`config.mk`:
```
export PLATFORM = sky130hd
export DESIGN_NAME = data_path_mc
export DESIGN_NICKNAME = d
export VERILOG_FILES = /design/src/rtl/data_path_mc.sv
export SDC_FILE = /design/constraint.sdc
export NUM_CORES = 2
export LEC_CHECK = 0
export CORE_MARGIN = 4
export CORE_UTILIZATION = 25
export CTS_BUF_LIST = sky130_fd_sc_hd__clkbuf_8
export CTS_CLUSTER_DIAMETER = 120
export CTS_CLUSTER_SIZE = 14
export DETAILED_ROUTE_END_ITERATION = 12
export GPL_TIMING_DRIVEN = 0
export PLACE_DENSITY_LB_ADDON = 0.15
export SETUP_SLACK_MARGIN = 0.5
export SKIP_CTS_REPAIR_TIMING = 1
export SYNTH_ARGS = -nofsm -noshare
export SYNTH_HDL_FRONTEND = slang
export SYNTH_SLANG_ARGS = --single-unit
```
`constraint.sdc`:
```
create_clock -name clk -period 17.1 [get_ports clk]
set_input_delay 3.42 -clock clk [delete_from_list [all_inputs] [get_ports clk]]
set_output_delay 3.42 -clock clk [all_outputs]
set_load 0.05 [all_outputs]
```
`src/rtl/data_path_mc.sv`:
```
// data_path_mc: multi-cycle datapath with a FETCH / EXEC / MEM controller.
// Each instruction is latched into IR in FETCH and executed in EXEC.
// Loads and stores also spend one or more cycles in MEM, holding the
// request until the data memory reports ready. The register file and the
// Z flag live here. Writes to a register index at or above NREG are
// dropped, and reads of such an index return zero.
module data_path_mc #(
  parameter int              XLEN     = 32,
  parameter int              NREG     = 16,
  parameter logic [XLEN-1:0] RESET_PC = '0
) (
  input  logic            clk,
  input  logic            reset,
  input  logic [31:0]     instr,
  input  logic            instr_valid,
  input  logic [XLEN-1:0] read_data,
  input  logic            mem_ready,
  input  logic [3:0]      dbg_addr,
  output logic [XLEN-1:0] pc,
  output logic [XLEN-1:0] addr_data,
  output logic [XLEN-1:0] write_data,
  output logic            we,
  output logic            mem_req,
  output logic [XLEN-1:0] dbg_data
);

  typedef enum logic [1:0] {FETCH, EXEC, MEM} state_t;

  localparam logic [XLEN-1:0] PC_STEP   = XLEN'(4);
  localparam logic [XLEN-1:0] PC_AHEAD  = XLEN'(8);
  localparam logic [3:0]      CMD_AND   = 4'b0000;
  localparam logic [3:0]      CMD_SUB   = 4'b0010;
  localparam logic [3:0]      CMD_ADD   = 4'b0100;
  localparam logic [3:0]      CMD_CMP   = 4'b1010;
  localparam logic [3:0]      CMD_ORR   = 4'b1100;
  localparam logic [3:0]      CMD_MOV   = 4'b1101;

  state_t          state_q, state_d;
  logic [XLEN-1:0] pc_q, pc_d;
  logic [XLEN-1:0] addr_data_q, addr_data_d;
  logic [XLEN-1:0] write_data_q, write_data_d;
  logic            mem_req_q, mem_req_d;
  logic            we_q, we_d;
  logic            z_q, z_d;
  logic [31:0]     ir_q, ir_d;
  logic [XLEN-1:0] regs_q [NREG];
  logic [XLEN-1:0] regs_d [NREG];

  // A 16-entry view of the register file. Every 4-bit index can be used
  // here, and the entries at or above NREG read as zero.
  logic [XLEN-1:0] reg_view [16];

  for (genvar g = 0; g < 16; g++) begin : g_view
    if (g < NREG) begin : g_real
      assign reg_view[g] = regs_q[g];
    end else begin : g_zero
      assign reg_view[g] = '0;
    end
  end

  // Instruction fields. They are decoded from IR, which stays stable for
  // EXEC and MEM.
  logic [3:0]      cond;
  logic [1:0]      op;
  logic            i_bit;
  logic [3:0]      cmd;
  logic            s_bit;
  logic [3:0]      rn_idx;
  logic [3:0]      rd_idx;
  logic [3:0]      rm_idx;
  logic [11:0]     imm12;
  logic            up_bit;
  logic            load_bit;
  logic [XLEN-1:0] imm_ext;
  logic [XLEN-1:0] rn_val;
  logic [XLEN-1:0] rd_val;
  logic [XLEN-1:0] op2;
  logic [31:0]     br_off;
  logic [XLEN-1:0] br_target;
  logic [XLEN-1:0] mem_addr;

  assign cond      = ir_q[31:28];
  assign op        = ir_q[27:26];
  assign i_bit     = ir_q[25];
  assign cmd       = ir_q[24:21];
  assign s_bit     = ir_q[20];
  assign rn_idx    = ir_q[19:16];
  assign rd_idx    = ir_q[15:12];
  assign rm_idx    = ir_q[3:0];
  assign imm12     = ir_q[11:0];
  assign up_bit    = ir_q[23];
  assign load_bit  = ir_q[20];
  assign imm_ext   = {{(XLEN-12){1'b0}}, imm12};
  assign rn_val    = reg_view[rn_idx];
  assign rd_val    = reg_view[rd_idx];
  assign op2       = i_bit ? imm_ext : reg_view[rm_idx];
  assign br_off    = {{6{ir_q[23]}}, ir_q[23:0], 2'b00};
  assign br_target = pc_q + PC_AHEAD + br_off[XLEN-1:0];
  assign mem_addr  = up_bit ? (rn_val + imm_ext) : (rn_val - imm_ext);

  // Evaluate the condition field. EQ and NE test Z, and every other
  // encoding always executes.
  logic cond_ok;
  always_comb begin
    cond_ok = 1'b1;
    case (cond)
      4'b0001: cond_ok = z_q;
      4'b0010: cond_ok = ~z_q;
      default: cond_ok = 1'b1;
    endcase
  end

  // Data-processing ALU. Undefined cmd encodings give dp_valid=0, and
  // those instructions behave as NOPs.
  logic [XLEN-1:0] alu_res;
  logic            dp_valid;
  always_comb begin
    alu_res  = '0;
    dp_valid = 1'b1;
    case (cmd)
      CMD_AND: alu_res = rn_val & op2;
      CMD_SUB: alu_res = rn_val - op2;
      CMD_ADD: alu_res = rn_val + op2;
      CMD_ORR: alu_res = rn_val | op2;
      CMD_MOV: alu_res = op2;
      CMD_CMP: alu_res = rn_val - op2;
      default: dp_valid = 1'b0;
    endcase
  end

  // Next-state logic for the controller, the memory interface, the flag
  // and the single register-file write port.
  logic            wr_en;
  logic [3:0]      wr_idx;
  logic [XLEN-1:0] wr_val;
  always_comb begin
    state_d      = state_q;
    pc_d         = pc_q;
    addr_data_d  = addr_data_q;
    write_data_d = write_data_q;
    mem_req_d    = mem_req_q;
    we_d         = we_q;
    z_d          = z_q;
    ir_d         = ir_q;
    regs_d       = regs_q;
    wr_en        = 1'b0;
    wr_idx       = rd_idx;
    wr_val       = '0;

    case (state_q)
      FETCH: begin
        if (instr_valid) begin
          ir_d    = instr;
          state_d = EXEC;
        end
      end

      EXEC: begin
        state_d = FETCH;
        pc_d    = pc_q + PC_STEP;
        if (cond_ok) begin
          case (op)
            2'b00: begin
              if (dp_valid) begin
                if (cmd != CMD_CMP) begin
                  wr_en  = 1'b1;
                  wr_val = alu_res;
                end
                if (cmd == CMD_CMP || s_bit) begin
                  z_d = (alu_res == '0);
                end
              end
            end
            2'b01: begin
              addr_data_d  = mem_addr;
              write_data_d = rd_val;
              we_d         = ~load_bit;
              mem_req_d    = 1'b1;
              pc_d         = pc_q;
              state_d      = MEM;
            end
            2'b10: begin
              pc_d = br_target;
            end
            default: begin
            end
          endcase
        end
      end

      MEM: begin
        if (mem_ready) begin
          if (load_bit) begin
            wr_en  = 1'b1;
            wr_val = read_data;
          end
          mem_req_d = 1'b0;
          we_d      = 1'b0;
          pc_d      = pc_q + PC_STEP;
          state_d   = FETCH;
        end
      end

      default: begin
        state_d   = FETCH;
        mem_req_d = 1'b0;
        we_d      = 1'b0;
      end
    endcase

    for (int i = 0; i < NREG; i++) begin
      if (wr_en && wr_idx == 4'(i)) begin
        regs_d[i] = wr_val;
      end
    end
  end

  // State register. Reset is asynchronous, so a reset during MEM drops
  // the request immediately and no register write happens.
  always_ff @(posedge clk or negedge reset) begin
    if (!reset) begin
      state_q      <= FETCH;
      pc_q         <= RESET_PC;
      addr_data_q  <= '0;
      write_data_q <= '0;
      mem_req_q    <= 1'b0;
      we_q         <= 1'b0;
      z_q          <= 1'b0;
      ir_q         <= '0;
      for (int i = 0; i < NREG; i++) begin
        regs_q[i] <= '0;
      end
    end else begin
      state_q      <= state_d;
      pc_q         <= pc_d;
      addr_data_q  <= addr_data_d;
      write_data_q <= write_data_d;
      mem_req_q    <= mem_req_d;
      we_q         <= we_d;
      z_q          <= z_d;
      ir_q         <= ir_d;
      for (int i = 0; i < NREG; i++) begin
        regs_q[i] <= regs_d[i];
      end
    end
  end

  assign pc         = pc_q;
  assign addr_data  = addr_data_q;
  assign write_data = write_data_q;
  assign we         = we_q;
  assign mem_req    = mem_req_q;
  assign dbg_data   = reg_view[dbg_addr];

endmodule

```
==> impl_metrics.py <==
metrics = {
    "floorplan": {
        "die_y_um": 445,
        "die_area_sq_mm": 0.198,
        "initial_utilization": 0.253,
        "pin_count": 202,
        "die_w_um": 445,
        "core_area_sq_mm": 0.189,
        "rows": 159,
    },
    "logic_synthesis": {
        "ys_seq_area_frac": 0.338,
        "synth_top_area_share": 0.338,
        "synth_warnings": 0,
        "synth_area_sq_mm": 0.0476,
        "synthDistinctLibCells": 93,
        "ys.flop_type": "dfrtp_1",
        "ys_seq_elements": 643,
        "netlist_top_cells_area": "dfrtp_1 (34%), mux4_2 (26%), mux2_2 (13%)",
        "synth_edf_count": 0,
        "synth_largest_area_cell": "dfrtp_1",
        "synth_cells": 3662,
        "synthArstFlopShare": 1.00,
        "avgSynthCellArea_sq_um": 13.0,
    },
    "cts": {
        "cts_root_buf": "clkbuf_8",
        "insertion_delay_ns": 0.85,
        "clkSlewWorstSetupHoldPaths_ns": 0.11,
        "htree_num_levels": 2,
        "numCtsBuffers": 54,
        "cts_sinks": 643,
        "clockBufferDepth": 3,
        "cts_tree": "built",
    },
    "setup_path": {
        "rrSetupSlack_ns": 7.45,
        "start_kind": "input port",
        "r2r_start": "ir_q[16]$_DFFE_PN0P_",
        "r2r_cells": 23,
        "critPathArrivalTime_ns": 7.39,
        "critPathMaxFanout": 10,
        "path_cells": "clkbuf_1 -> clkbuf_1 -> mux4_2 -> mux4_2 -> clkdlybuf4s50_1",
        "setup.worst_path.end_class": "output port",
        "crit_type": "in2out",
        "cp_num_buf_inv": 3,
        "slowest_stage": "clkbuf_1",
        "reg2reg_to": "reg_view[276]$_DFFE_PN0P_",
        "critPathRequiredTime_ns": 13.68,
        "cpPeakStageDelay_ns": 1.09,
        "critPathTopFamily": "buffers and inverters",
    },
    "layout": {
        "final_common_cell": "dfrtp_1",
        "final_cell_mix": "dfrtp_1 (643), mux2_2 (563), mux4_2 (548)",
        "final_util": 0.286,
        "fillers": 19500,
        "drive_above_1_share": 0.340,
        "nets": 4134,
        "area_delta_synth_final_pct": 13.3,
    },
    "detailed_routing": {
        "final_antenna_net_count": 0,
        "post_drt_via_cell_ratio": 5.90,
        "wl_mm": 241,
        "drtIter0Drc": 4144,
        "drc": 0,
        "routedWlPerCell_um": 37.5,
        "num_vias": 38000,
        "firstDrtPassIters": 6,
    },
    "global_route": {
        "grt-ovfl-total": 0,
        "grt_pass1_vias": 37100,
        "grt_usage": 0.238,
        "grt_max_degree": 102,
        "antenna_found_initial": 9,
        "grt_pass1_wl_mm": 326,
    },
    "timing": {
        "setup_viol": 0,
        "slew_viol_final": 27,
        "slew_headroom": -0.0566,
        "rsz0062_at_grt": "no",
        "min_period_over_period": 0.632,
        "tns_ns": 0,
        "hold_slack_ns": 0.480,
        "skew_ns": 0.0473,
        "fmax_mhz": 92.5,
        "tightest_slew_ns": 1.58,
        "hold_violations": 0,
        "min_period_ns": 10.81,
    },
    "place": {
        "dp_hpwl_mm": 175,
        "place_congestion": 0.939,
        "portBuffers": 196,
    },
    "hold_path": {
        "hp-start": "pc[31]$_DFFE_PN0P_",
        "min_path_cells": 1,
        "min_path_type": "reg2reg",
        "hold_end": "pc[31]$_DFFE_PN0P_",
    },
    "pwr": {
        "power.density_mw_per_mm2": 154,
        "max-vdd-ir-drop_v": 0.0000891,
        "leakage_uw": 0.0223,
    },
    "status": {
        "violations": "capacitance limit, slew limit",
        "status": "complete, but fails checks",
    },
    "job": {
        "drv_cap": 5,
    },
}
per-layer routing:
layer,up-vias,track usage,wire (um)
met4,4,0.121,14300
met3,431,0.0444,18000
met5,-,0,20
li1,15000,-,-
met1,20500,0.314,99400
met2,2013,0.372,110000
cell usage after synthesis (7+ instances only):
cell type	instances
mux4_1	33
o21a_1	9
a22o_1	10
xor2_1	45
xnor2_1	70
mux2_2	563
and2_0	8
a31oi_1	19
o211ai_1	7
clkbuf_1	191
o22a_1	9
nor2b_1	41
nand4_1	19
o21ai_1	10
nand3_1	36
or2_2	8
a41oi_1	10
o221ai_1	9
and3_1	19
nor4_1	8
o21ai_0	127
and2_1	18
nor3_1	29
nor2_1	137
a22oi_1	44
o31ai_1	10
a211oi_1	13
a221oi_1	9
buf_1	42
mux2i_1	89
o22ai_1	33
o21bai_1	8
nand2_1	181
inv_1	51
mux4_2	548
a221o_1	10
a21oi_1	172
ha_1	128
buf_2	51
buf_4	12
dfrtp_1	643
a21o_1	42
nand2b_1	25
registers in the layout, summed over array words and instances (netlist names):
signal	cells
mem_req	1
addr_data	32
we	1
write_data	32
state_q	2
pc	30
z_q	1
ir_q	32
reg_view	512
how the worst max path moves through the flow:
stage,end,cells after the start,start,slack [ns]
2_1_floorplan,dbg_data[11],4,dbg_addr[0],8.03
3_3_place_gp,addr_data[26]$_DFFE_PN0P_,1,reset,-20.21
3_5_place_dp,dbg_data[21],5,dbg_addr[1],6.39
4_1_cts,dbg_data[21],5,dbg_addr[1],6.37
5_1_grt,dbg_data[21],5,dbg_addr[1],6.43
6_report,dbg_data[21],5,dbg_addr[1],6.29
metrics by stage:
stage	setup WS [ns]	total power [uW]	instance area (sq um)	cells
5_1_grt	6.43	8680	54000	6436
3_3_place_gp	-20.21	7300	52700	6354
4_1_cts	6.37	8300	53900	6432
6_report	6.29	8330	54000	6440
3_5_place_dp	6.39	7310	53000	6367
2_1_floorplan	8.03	5090	47600	3663
logic make-up (layout without fill, tap and decap cells):
| family | count (synthesis) | count (layout) | share of synthesized area |
|---|---|---|---|
| and+or+nand+nor | 571 | 571 | 0.0594 |
| xor gates and xnor gates | 115 | 115 | 0.0211 |
| muxes | 1239 | 1239 | 0.431 |
| adders and majority gates | 131 | 131 | 0.0349 |
| DFF | 643 | 643 | 0.338 |
| buffers and inverters | 361 | 638 | 0.0334 |
| AOI/OAI and AO/OA | 601 | 601 | 0.0824 |
| other | 1 | 7 | 0.0000787 |
final cells by class:
cell class | count | area (sq um) | area share
multi-input combinational | 2659 | 30000 | 0.555
sequential | 643 | 16100 | 0.298
tap | 2495 | 3120 | 0.0578
timing repair buffer | 212 | 2270 | 0.0420
buffer | 307 | 1430 | 0.0264
clock buffer | 55 | 757 | 0.0140
inverter | 54 | 203 | 0.00376
clock inverter | 10 | 129 | 0.00239
antenna | 5 | 12.5 | 0.000232
power breakdown:
part	total (uW)	internal [uW]	switching (uW)
clock network	961	325	637
logic	5520	1800	3710
registers	1850	1650	208
total	8330	3770	4560
Power figures use the tool's default switching activity.
